`config.mk`:
```
export PLATFORM = sky130hd
export DESIGN_NAME = prog_loader
export DESIGN_NICKNAME = d
export VERILOG_FILES = /design/src/rtl/prog_loader.sv
export SDC_FILE = /design/constraint.sdc
export NUM_CORES = 1
export LEC_CHECK = 0
export CAP_MARGIN = 15
export CELL_PAD_IN_SITES_DETAIL_PLACEMENT = 1
export CELL_PAD_IN_SITES_GLOBAL_PLACEMENT = 1
export CORE_MARGIN = 5
export CORE_UTILIZATION = 31
export DETAILED_ROUTE_END_ITERATION = 16
export PLACE_DENSITY_LB_ADDON = 0.1
export REMOVE_ABC_BUFFERS = 1
export SLEW_MARGIN = 10
export SYNTH_ARGS = -nofsm -noshare
export SYNTH_HDL_FRONTEND = slang
export SYNTH_SLANG_ARGS = --single-unit
```
`constraint.sdc`:
```
create_clock -name clk -period 2.1 [get_ports clk]
set_input_delay 0.21 -clock clk [delete_from_list [all_inputs] [get_ports clk]]
set_output_delay 0.21 -clock clk [all_outputs]
set_load 0.02 [all_outputs]
```
`src/rtl/prog_loader.sv`:
```
// prog_loader: boot-time program loader.
// Takes a byte stream holding a program image, packs it big-endian into
// 32-bit words and writes them to memory from mem_start upward. The CPU
// stays in reset until the final word has been written. If the image holds
// more than max_words words, the loader stops in ERR and keeps the CPU in
// reset, so a truncated image never runs.
module prog_loader #(
  parameter logic [31:0] mem_start = 32'h8002_0000,
  parameter int unsigned max_words = 256,
  // Word-size code for the memory's access-size port. Keep it equal to
  // sz_word in the core's parameter package.
  parameter logic [1:0]  sz_word   = 2'b11
) (
  input  logic        clk,
  input  logic        reset,
  input  logic        in_valid,
  output logic        in_ready,
  input  logic [7:0]  in_byte,
  input  logic        in_last,
  output logic        mem_enable,
  output logic        mem_rw,
  output logic [1:0]  mem_access_sz,
  output logic [31:0] mem_addr,
  output logic [31:0] mem_din,
  output logic        cpu_reset,
  output logic        load_done,
  output logic        error,
  output logic [15:0] word_count
);

  typedef enum logic [1:0] {
    LOAD  = 2'd0,
    WRITE = 2'd1,
    DONE  = 2'd2,
    ERR   = 2'd3
  } state_t;

  localparam logic [15:0] MAX_WC = 16'(max_words);

  state_t      state_reg, state_next;
  logic [1:0]  byte_idx_reg, byte_idx_next;
  logic [31:0] asm_reg, asm_next;
  logic        last_reg, last_next;
  logic [15:0] word_count_reg, word_count_next;

  logic        accept;
  logic        full;
  logic [31:0] asm_fill;

  assign accept = in_valid && in_ready;
  assign full   = (word_count_reg == MAX_WC);

  // Byte lanes: the byte at index gi lands in bits [31-8*gi -: 8], so
  // index 0 is the most significant byte. Lanes that have not been filled
  // yet still hold zero, which gives zero padding for a short last word.
  genvar gi;
  generate
    for (gi = 0; gi < 4; gi++) begin : g_lane
      assign asm_fill[31-8*gi -: 8] = (byte_idx_reg == 2'(gi)) ? in_byte
                                                               : asm_reg[31-8*gi -: 8];
    end
  endgenerate

  // State register plus the assembly, index and word-count registers.
  // The reset is asynchronous.
  always_ff @(posedge clk or posedge reset) begin
    if (reset) begin
      state_reg      <= LOAD;
      byte_idx_reg   <= 2'd0;
      asm_reg        <= 32'd0;
      last_reg       <= 1'b0;
      word_count_reg <= 16'd0;
    end else begin
      state_reg      <= state_next;
      byte_idx_reg   <= byte_idx_next;
      asm_reg        <= asm_next;
      last_reg       <= last_next;
      word_count_reg <= word_count_next;
    end
  end

  // Next-state logic. Overflow is tested before assembly, so a byte that
  // arrives when the image is already full is dropped and nothing is written.
  always_comb begin
    state_next      = state_reg;
    byte_idx_next   = byte_idx_reg;
    asm_next        = asm_reg;
    last_next       = last_reg;
    word_count_next = word_count_reg;
    case (state_reg)
      LOAD: begin
        if (accept) begin
          if (full) begin
            state_next = ERR;
          end else begin
            asm_next      = asm_fill;
            byte_idx_next = byte_idx_reg + 2'd1;
            last_next     = in_last;
            if (byte_idx_reg == 2'd3 || in_last) begin
              state_next = WRITE;
            end
          end
        end
      end
      WRITE: begin
        // The memory latches the write at the end of this cycle. Then clear
        // the assembly state for the next word.
        word_count_next = word_count_reg + 16'd1;
        byte_idx_next   = 2'd0;
        asm_next        = 32'd0;
        last_next       = 1'b0;
        state_next      = last_reg ? DONE : LOAD;
      end
      default: begin
        // DONE and ERR hold until the next reset.
      end
    endcase
  end

  // Outputs decoded from the state. The write address follows the count of
  // words written, so it equals mem_start while in reset.
  always_comb begin
    in_ready      = (state_reg == LOAD) && !reset;
    mem_enable    = (state_reg == WRITE);
    mem_rw        = (state_reg != WRITE);
    mem_access_sz = sz_word;
    mem_addr      = mem_start + {14'd0, word_count_reg, 2'b00};
    mem_din       = (state_reg == WRITE) ? asm_reg : 32'd0;
    cpu_reset     = (state_reg != DONE);
    load_done     = (state_reg == DONE);
    error         = (state_reg == ERR);
    word_count    = word_count_reg;
  end

endmodule
```
==> results of run 1 <==
per-layer routing:
| metal | vias to the layer above | global-route usage | share of wire |
|---|---|---|---|
| li1 | 1185 | - | - |
| met1 | 1238 | 0.203 | 0.48 |
| met2 | 62 | 0.241 | 0.47 |
| met3 | 5 | 0.0258 | 0.046 |
| met4 | 0 | 0.0271 | 0.0067 |
| met5 | - | 0 | 0 |
worst max-delay path, cell delays in order (launching register included):
cell,delay (ns)
dfrtp_1,0.39
inv_1,0.07
ha_1,0.13
or4b_4,0.50
or4_4,0.56
and4_4,0.21
a22o_1,0.23
final cells by class:
class                           count  area, µm²  area share
Multi-Input combinational cell    205       1340       0.333
Sequential cell                    53       1330       0.329
Timing Repair Buffer              118       1070       0.264
Tap cell                          129        161      0.0400
Clock buffer                        6       72.6      0.0180
Inverter                           12       48.8      0.0121
Clock inverter                      2       15.0     0.00372
power breakdown:
part | total [mW] | switching, mW | internal, mW
Sequential | 1.03 | 0.00212 | 1.02
Combinational | 0.0896 | 0.0640 | 0.0257
Clock | 0.583 | 0.347 | 0.236
Total | 1.70 | 0.413 | 1.29
worst max-delay path by stage:
stage                              start                 endpoint  slack [ns]  cells past startpoint
6_report       word_count[1]$_DFFE_PP0P_   asm_reg[7]$_DFFE_PP0P_       -0.10                      6
3_3_place_gp   word_count[1]$_DFFE_PP0P_  asm_reg[31]$_DFFE_PP0P_        -0.1                      6
4_1_cts        word_count[1]$_DFFE_PP0P_   asm_reg[7]$_DFFE_PP0P_        -0.1                      6
5_1_grt        word_count[0]$_DFFE_PP0P_   asm_reg[1]$_DFFE_PP0P_       -0.15                      6
3_5_place_dp   word_count[1]$_DFFE_PP0P_  asm_reg[31]$_DFFE_PP0P_       -0.12                      6
2_1_floorplan   state_reg[0]$_DFFE_PP0P_  asm_reg[31]$_DFFE_PP0P_       -0.54                      4
cell families after synthesis:
group / share of synthesized area
AND/OR/NAND/NOR: 0.210
XOR/XNOR: 0.0443
other: 0.00253
adder cells (fa/ha/maj): 0.0253
flip-flops: 0.447
AO/OA/AOI/OAI: 0.147
buffers and inverters: 0.124
cell usage in the layout, fill, tap and decap left out, types with 6 or more instances in the layout:
cell type        count
xnor2_1             10
dfrtp_1             53
nor2_1               7
o2bb2ai_1            6
o221ai_1            11
clkdlybuf4s50_1     49
a22o_1              11
and2_1              32
nand3_1             15
ha_1                 6
conb_1              17
dlygate4sd2_1       32
buf_4               35
nand2_1             39
inv_1                9
what timing repair did:
item,CTS,global route
hold buffers,0,0
setup endpoints to repair,67,39
setup buffers,0,1
pin swaps,2,0
gates resized for setup,37,2
hold endpoints to repair,0,0
==> reports/metrics.csv, run 1 <==
metric;value;unit
dp_slack;-0.121;ns
worstSkewPairLatency;0.31;ns
reg2reg_slack;-0.10;ns
antenna_cells;0;
r2r_cells;6;
yosys.cell_types.count;44;
drive_gt1_frac;0.154;
setup_tns;-1.29;ns
row_count;35;
start_util;0.320;
cts_tree;built;
total_power;1.70;mW
cts_made_buffers;5;
setup_ws;-0.101;ns
synth.avg_cell_area;9.73;µm²
p_per_area;421;mW/mm²
clkSinkCount;53;
post-place-cells;516;
grt_pass1_vias;2527;
core;0.00928;mm²
drt_iter0_drc;71;
clock.fmax;454;MHz
yosys_warnings;0;
setup_viol;26;
area_delta_synth_final;35.9;%
p_leak;1.91;nW
root_buffer;clkbuf_8;
num-fill-cells;1088;
period_share;1.05;
ys_seq_elements;53;
grt_pass1_wl;13700;µm
violations;negative setup slack;
grt_max_degree;31;
synth_area_leaders;dfrtp_1 (45%), buf_4 (8.4%), and2_1 (6.7%), nand2_1 (4.9%), a22o_1 (3.2%);
ant_nets;0;
num_vias;2490;
skew;0.00472;ns
start_kind;flip-flop;
track_usage;0.147;
drv_slew;0;
synth_seq_area_share;0.447;
wirelength;8420;µm
die_x;108;µm
htreeDepth;2;
placed_cell_area;0.00396;mm²
cts_max_path_buffers;2;
die-height;108;µm
fin_cells;525;
dieArea;0.0116;mm²
timing.slew.headroom;0.624;
period_needed;2.20;ns
cp.required;2.30;ns
synthFlopType;dfrtp_1;
synth.top_cells.by_count;dfrtp_1 (53), nand2_1 (39), buf_4 (33), and2_1 (32), nand3_1 (15);
fin_area;0.00403;mm²
grt-ovfl-total;0;
postSynth.asyncResetShare;1.00;
viasPerCell;4.74;
rsz0062_at_grt;true;
synth-edff-count;0;
path_clk_slew;0.10;ns
first_pass_iters;4;
synth_top_cell_by_area;dfrtp_1;
run_status;finished with violations;
hold_ws;0.313;ns
finalHoldViolCount;0;
wire_per_inst;16.0;µm
drc;0;
antenna_found_initial;0;
ir_drop;0.000225;V
crit_fanout;7;
drv_cap;0;
nets;413;
io_pins;100;
port_buffers;82;
gp_congestion;0.750;
hpwl;6480;µm
reg2reg_from;word_count[1]$_DFFE_PP0P_;
arrival;2.40;ns
critPathKind;reg -> reg;
synth.most_common_cell;dfrtp_1;
largest_register_ffs;32;
synth_area;0.00297;mm²
r2r_end;asm_reg[7]$_DFFE_PP0P_;
syn_inst;305;
yosys.area.top_type_share;0.447;
tightest_slew;0.564;ns
min-delay-path-class;in -> async;
utilization;0.434;
endpoint_kind;flip-flop;
(Power assumes the default switching activity.)
==> run 2, diff against run 1 <==
--- a/config.mk
+++ b/config.mk
@@ -11,6 +11,7 @@
 export CORE_MARGIN = 5
 export CORE_UTILIZATION = 31
 export DETAILED_ROUTE_END_ITERATION = 16
+export GPL_TIMING_DRIVEN = 1
 export PLACE_DENSITY_LB_ADDON = 0.1
 export REMOVE_ABC_BUFFERS = 1
 export SLEW_MARGIN = 10
==> results of run 2 <==
The final DEF is identical to that of run 1; final timing and power are the same.
==> run 3, diff against run 2 <==
--- a/config.mk
+++ b/config.mk
@@ -9,8 +9,9 @@
 export CELL_PAD_IN_SITES_DETAIL_PLACEMENT = 1
 export CELL_PAD_IN_SITES_GLOBAL_PLACEMENT = 1
 export CORE_MARGIN = 5
-export CORE_UTILIZATION = 31
+export CORE_UTILIZATION = 42
 export DETAILED_ROUTE_END_ITERATION = 16
+export DONT_BUFFER_PORTS = 1
 export GPL_TIMING_DRIVEN = 1
 export PLACE_DENSITY_LB_ADDON = 0.1
 export REMOVE_ABC_BUFFERS = 1
==> reports/metrics.csv, run 3 (same netlist as run 1, synthesis figures left out) <==
metric;value;unit
gp_congestion;0.816;
r2r_cells;6;
grt_max_degree;32;
crit_fanout;8;
antenna_found_initial;0;
grt-ovfl-total;0;
ant_nets;0;
viasPerCell;5.31;
min-delay-path-class;in -> reg;
clock.fmax;450;MHz
start_util;0.434;
setup_tns;-1.26;ns
path_clk_slew;0.10;ns
p_leak;1.58;nW
cts_tree;built;
area_delta_synth_final;15.4;%
grt_pass1_vias;2309;
worstHoldStart;in_byte[1];
finalHoldViolCount;0;
nets;351;
reg2reg_from;word_count[1]$_DFFE_PP0P_;
endpoint_kind;flip-flop;
row_count;30;
setup_ws;-0.121;ns
root_buffer;clkbuf_8;
clkSinkCount;53;
hpwl;5750;µm
drc;0;
worstSkewPairLatency;0.30;ns
dp_slack;-0.130;ns
io_pins;100;
antenna_cells;0;
run_status;finished with violations;
cp.required;2.30;ns
first_pass_iters;4;
hold_end;asm_reg[1]$_DFFE_PP0P_;
critPathKind;reg -> reg;
start_kind;flip-flop;
fin_cells;429;
dieArea;0.00884;mm²
setup_viol;20;
wirelength;7900;µm
num_vias;2277;
core;0.00683;mm²
drv_cap;0;
p_per_area;518;mW/mm²
die_x;94.0;µm
cts_max_path_buffers;2;
period_needed;2.22;ns
tightest_slew;0.531;ns
mostFrequentLayoutCells;dfrtp_1 (53), buf_4 (51), nand2_1 (39), and2_1 (32), conb_1 (17);
cts_made_buffers;5;
largest_register_ffs;32;
hold_ws;0.0309;ns
reg2reg_slack;-0.12;ns
drv_slew;0;
violations;negative setup slack;
rsz0062_at_grt;true;
ir_drop;0.000288;V
period_share;1.06;
timing.slew.headroom;0.643;
track_usage;0.185;
wire_per_inst;18.4;µm
min_path_cells;1;
die-height;94.0;µm
grt_pass1_wl;12700;µm
post-place-cells;407;
htreeDepth;2;
drt_iter0_drc;95;
r2r_end;asm_reg[15]$_DFFE_PP0P_;
skew;0.00613;ns
drive_gt1_frac;0.249;
port_buffers;0;
arrival;2.42;ns
mostFrequentLayoutCell;dfrtp_1;
## run 3: per-layer routing
metal  wire (µm)  track usage  part of all wire  up-vias
li1            -            -                 -     1064
met1        3720        0.262              0.47     1145
met2        3650        0.286              0.46       57
met3         401       0.0417             0.051       11
met4         130       0.0481             0.016        0
met5           0            0                 0        -
## run 3: area by class of cell
class,instances,area (µm²)
Sequential cell,53,1330
Timing Repair Buffer,56,447
Clock inverter,2,35.0
Inverter,12,45.0
Clock buffer,5,68.8
Fill cell,810,3410
Multi-Input combinational cell,205,1380
Tap cell,96,120
## run 3: power by group
| group | leakage [nW] | internal (mW) | switching (mW) | total (mW) |
|---|---|---|---|---|
| logic | 0.871 | 0.00754 | 0.0512 | 0.0588 |
| registers | 0.658 | 1.02 | 0.00205 | 1.03 |
| clock network | 0.0540 | 0.347 | 0.340 | 0.688 |
## run 3: how the worst max path moves through the flow
stage                               from                       to  slack (ns)
3_5_place_dp   word_count[1]$_DFFE_PP0P_  asm_reg[31]$_DFFE_PP0P_       -0.13
3_3_place_gp   word_count[1]$_DFFE_PP0P_  asm_reg[31]$_DFFE_PP0P_       -0.08
2_1_floorplan   state_reg[0]$_DFFE_PP0P_  asm_reg[31]$_DFFE_PP0P_       -0.54
5_1_grt        word_count[1]$_DFFE_PP0P_  asm_reg[23]$_DFFE_PP0P_       -0.17
4_1_cts        word_count[0]$_DFFE_PP0P_  asm_reg[15]$_DFFE_PP0P_       -0.09
6_report       word_count[1]$_DFFE_PP0P_  asm_reg[15]$_DFFE_PP0P_       -0.12
## run 3: critical path, stage by stage, from the launching register on
cell and delay, ns:
dfrtp_1 0.41, inv_2 0.10, ha_4 0.12, or4b_4 0.51
or4_4 0.57, and4_4 0.22, a32o_1 0.21
## run 3: metrics by stage
stage	util	instance area, µm²	power (mW)
global route	0.501	3420	1.84
global placement	0.460	3140	1.10
detailed placement	0.460	3140	1.10
finish	0.501	3420	1.77
floorplan	-	2700	1.09
CTS	0.497	3400	1.78
## run 3: what timing repair did
action	CTS	global route
hold endpoints to repair	16	0
cloned	0	0
pin swaps	7	2
buffers inserted	13	2
resized for setup	13	4
hold buffers	1	0
endpoints found under the setup margin	32	35
==> variant 1, RTL diff (settings of run 1) <==
Make the reset (`reset`) synchronous in one clocked block. Comments in the files are not updated.
--- a/src/rtl/prog_loader.sv
+++ b/src/rtl/prog_loader.sv
@@ -63,7 +63,7 @@
 
   // State register plus the assembly, index and word-count registers.
   // The reset is asynchronous.
-  always_ff @(posedge clk or posedge reset) begin
+  always_ff @(posedge clk) begin
     if (reset) begin
       state_reg      <= LOAD;
       byte_idx_reg   <= 2'd0;
Check against the original RTL: differs if reset is asserted again (counterexample within 4 cycles, from zero or initial values and one cycle with reset high); with reset held inactive, the same outputs for 10 cycles.
==> variant 1 against run 1 <==
  * Sequential cell count unchanged
  * Final area decreased by 10%
  * Area after synthesis decreased by 7.5%
  * First-iteration DRC count decreased by 61%
  * Clock skew increased by 0.0034 ns
  * Largest cell class unchanged
  * Worst setup slack improved by 0.27 ns
  * Highest routed layer unchanged
  * Routed wire length decreased by 14%
Power is not compared: it rests on default switching activity, and its combinational part moved more than twofold at a synthesized area within 25%.
==> variant 1: results (changes against run 1) <==
vias in the first global route: 2,412 (-4.6%)
Hold Crit Class: flop to flop
global-route wire length before repair: 12.2 mm (-11%)
Synth top cells by count: 53 x dfxtp_1, 52 x nand2_1, 33 x and2_1, 33 x buf_4, 32 x mux2i_1
DP Worst Slack: 0.0969 ns (+0.218 ns)
xor/xnor share of the synthesized area: 3.51% (-0.92 points)
CP max stage delay: 0.43 ns (-0.13 ns)
nets: 403 (-2.4%)
met1 wire length: 3.32 mm (-18%)
worst clock skew: 0.00815 ns (+0.00344 ns)
CTS clock-pin slew for the worst setup and hold paths: 0.10 ns (about the same)
number of flip-flops under the largest register name: 32 (unchanged)
DP HPWL: 5.43 mm (-16%)
WL final: 7.25 mm (-14%)
largest net degree at the start of global routing: 44 (+42%)
CTS Root Buffer Type: clkbuf_8
delay-heaviest family, CP: buffers and inverters
Slew @ Worst Pin: 0.524 ns (-0.0403 ns)
DP Area: 3560 µm² (-10%)
layout cell share with drive strength beyond 1: 8.29% (-7.1 points)
GR Layer Usage met1: 16.7% (-3.6 points)
# diodes: 0 (unchanged)
GR Layer Usage met2: 23.1% (-0.98 points)
Async SR Flop Fraction: 0% (-100 points)
reg2reg start: word_count[7]
met2 routed WL: 3.52 mm (-10%)
Iter 0 DRT Violations: 28 (-61%)
GR Util All Layers: 13.3% (-1.4 points)
uppermost layer routed: met4
crit path max fanout: 19 (+12)
worst skew pair latency: 0.30 ns
DP Cell Count: 486 (-5.8%)
H-tree level count: 2 (unchanged)
cts repair resizes: 32 (-14%)
worst r2r path cells: 4 (-2)
initial antenna violation count: 0 (unchanged)
synth top area cells: dfxtp_1 39%, mux2i_1 12%, buf_4 9.0%, and2_1 7.5%, nand2_1 7.1%
CP Data Arrival Time: 1.73 ns (-0.67 ns)
mux cell area share after synthesis: 11.7% (+12 points)
CP max stage cell: dfxtp_1
final hold slack: 0.458 ns (+0.145 ns)
worst reg2reg path endpoint: word_count[15]
setup repair bufs after CTS: 0 (unchanged)
synth unique cells: 38 (-14%)
vias per cell: 4.57 (-3.7%)
maximum vdd drop: 257 µV
Adder-Cell Fraction of Synth Area: 2.73% (+0.20 points)
grt met3 use: 3.48% (+0.90 points)
Seq/Total Area, Yosys: 38.7% (-6.1 points)
RD Place Congestion: 0.761 (+1.5%)
Main synth FF type: dfxtp_1
Vias: 2,257 (-9.4%)
status: complete, no violations
Mapped Avg Cell Area: 8.77 µm² (-9.8%)
post-synthesis compound-gate area fraction: 3.69% (-11 points)
wire length on met3: 372 µm (-3.4%)
R2R Setup Slk: 0.26 ns (+0.36 ns)
[variant 1: changes by cell type after synthesis, moves of 8 or more]
cell	run 1	this run
dfrtp_1	53	0
dfxtp_1	0	53
mux2i_1	0	32
nand2_1	39	52
a22o_1	11	0
o221ai_1	11	0
nand3_1	15	6
xnor2_1	10	2
[variant 1: how the worst max path moves through the flow]
stage,startpoint,endpoint,slack [ns],cells after the start
after global placement,state_reg[0],mem_din[25],0.19,5
after floorplan,state_reg[1],asm_reg[0],-0.66,5
after global routing,state_reg[0],mem_din[17],0.04,5
after detailed placement,word_count[0],asm_reg[28],0.1,7
final,state_reg[0],mem_din[25],0.16,5
after CTS,state_reg[0],mem_enable,0.008,4
[variant 1: layout make-up]
type / count / area (µm²)
multi-input cells: 220 / 1410
clock buffers: 7 / 76.3
fillers: 1047 / 5050
inverters: 8 / 30.0
flip-flops and latches: 53 / 1060
well taps: 108 / 135
repair buffers: 97 / 908
clock inverters: 1 / 7.51
==> variant 2, RTL diff (settings of run 1) <==
Made on the original files. `mem_start`: 32'h8002_0000 -> 32'h80000000.
--- a/src/rtl/prog_loader.sv
+++ b/src/rtl/prog_loader.sv
@@ -5,7 +5,7 @@
 // more than max_words words, the loader stops in ERR and keeps the CPU in
 // reset, so a truncated image never runs.
 module prog_loader #(
-  parameter logic [31:0] mem_start = 32'h8002_0000,
+  parameter logic [31:0] mem_start = 32'h80000000,
   parameter int unsigned max_words = 256,
   // Word-size code for the memory's access-size port. Keep it equal to
   // sz_word in the core's parameter package.
Behaviour: not the same (a bounded check fails within 4 cycles, from zero or initial values and one cycle with reset high).
==> variant 2 against run 1 <==
  * Worst setup slack gained 0.20 ns
  * Register-to-register slack gained 0.30 ns
  * Clock power grew 12%
  * Combinational power grew 45%
  * Clock skew grew 0.0071 ns
  * Area after synthesis grew 8.5%
  * Total power grew 6.7%
  * Sequential cell count is the same
  * Die area grew 7.7%
  * Final area grew 0.90%
  * Largest power group unchanged
  * Routed wire length grew 4.2%
  * Critical path type is now flop to primary output
  * Sequential share of layout area shrank 0.26 points
==> variant 2: results (changes against run 1) <==
H-tree level count: 2 (unchanged)
vias per cell: 4.86 (+2.4%)
Synth top cells by count: 53 x dfrtp_1, 35 x buf_4, 33 x and2_1
DP Worst Slack: -0.270 ns (-0.148 ns)
Yosys warning count: 0 (unchanged)
Slew @ Worst Pin: 0.563 ns (-0.000672 ns)
P_leak: 1.85 nW (-3.0%)
drt wl/cell: 16.2 µm (+1.3%)
post-synthesis compound-gate area fraction: 13.6% (-1.1 points)
DP Area: 4110 µm² (+3.9%)
number of flip-flops under the largest register name: 32 (unchanged)
Seq power: 0.00103 W (about the same)
Iter 0 DRT Violations: 68 (-4.2%)
Adder-Cell Fraction of Synth Area: 2.33% (-0.20 points)
GR Util All Layers: 14.0% (-0.65 points)
cts repair resizes: 35 (-5.4%)
Main synth FF type: dfrtp_1
setup repair bufs after CTS: 0 (unchanged)
maximum vdd drop: 238 µV (+5.8%)
Async SR Flop Fraction: 100% (unchanged)
worst clock skew: 0.0118 ns (+0.00706 ns)
CTS Root Buffer Type: clkbuf_8
status: complete, no violations
RD Place Congestion: 0.723 (-3.6%)
nets: 421 (+1.9%)
CTS clock-pin slew for the worst setup and hold paths: 0.11 ns
vias in the first global route: 2,780 (+10%)
switching power total: 0.000443 W (+7.2%)
Switching Fraction: 24.4% (+0.10 points)
DP HPWL: 6.35 mm (-2.1%)
initial antenna violation count: 0 (unchanged)
global-route wire length before repair: 14.5 mm (+6.4%)
synth top area cells: dfrtp_1 41%, buf_4 8.2%, and2_1 6.4%, nand2b_1 4.1%, xnor2_1 3.8%
comb pwr: 0.000130 W (+45%)
CP Launch Point: state_reg[0]
CP Data Arrival Time: 1.79 ns (-0.61 ns)
layout cell share with drive strength beyond 1: 20.8% (+5.4 points)
# diodes: 0 (unchanged)
drt pass-1 iters: 4 (unchanged)
Seq/Total Area, Yosys: 41.2% (-3.5 points)
mux cell area share after synthesis: 0% (unchanged)
reg2reg start: word_count[0]
Port-buffer cells: 81 (-1.2%)
CTS buffer count: 5 (unchanged)
xor/xnor share of the synthesized area: 4.08% (-0.35 points)
synth unique cells: 40 (-9.1%)
CTS Buffer Depth: 2 (unchanged)
worst skew pair latency: 0.31 ns (about the same)
crit path max fanout: 7 (unchanged)
largest net degree at the start of global routing: 54 (+74%)
Hold Crit Class: primary input to asynchronous set/reset pin
-- variant 2: cell types whose count changed after synthesis, moves of 3 or more --
cell | before | now
a41oi_1 | 0 | 4
buf_2 | 3 | 8
clkbuf_1 | 11 | 6
nand2_1 | 39 | 32
nand2b_1 | 2 | 21
nand3_1 | 15 | 24
nand4_1 | 3 | 6
nor2_1 | 7 | 4
nor4_4 | 0 | 3
o221ai_2 | 0 | 7
o2bb2ai_1 | 6 | 1
o41a_2 | 3 | 0
xnor2_1 | 10 | 14
xor2_1 | 5 | 1
-- variant 2: metal layers --
metal | routed length [µm] | global-route usage [%]
met1 | 3980 | 18.5
met2 | 4310 | 23.6
met3 | 435 | 3.15
met4 | 42 | 2.84
met5 | 0 | 0
-- variant 2: worst paths after layout --
kind / to / slack [ns] / depth (start not counted)
setup / recovery: mem_rw / 0.1 / 4
hold / removal: asm_reg[7] / 0.41 / 4
setup reg to reg: asm_reg[31] / 0.20 / 6
hold reg to reg: asm_reg[1] / 0.50 / 1
max in group asynchronous: state_reg[0] / 1.44 / 4
min in group clk: asm_reg[1] / 0.50 / 1
-- variant 2: layout make-up --
cell class	count	area, µm²
Tap cell	136	170
Sequential cell	53	1330
Timing Repair Buffer	106	858
Clock inverter	1	5.00
Fill cell	1185	6160
Inverter	12	45.0
Multi-Input combinational cell	225	1570
Clock buffer	7	96.3
-- variant 2: per-stage QoR --
step                instances  utilization (%)
floorplan                 290                -
global placement          532             40.2
detailed placement        532             40.2
CTS                       540             40.8
global route              540             39.8
finish                    540             39.8
-- variant 2: worst max-delay path, cell delays in order (launching register included) --
cell and delay (ns):
dfrtp_2 0.46, o21ba_2 0.23, nand2_1 0.08, buf_4 0.12
clkdlybuf4s50_1 0.59
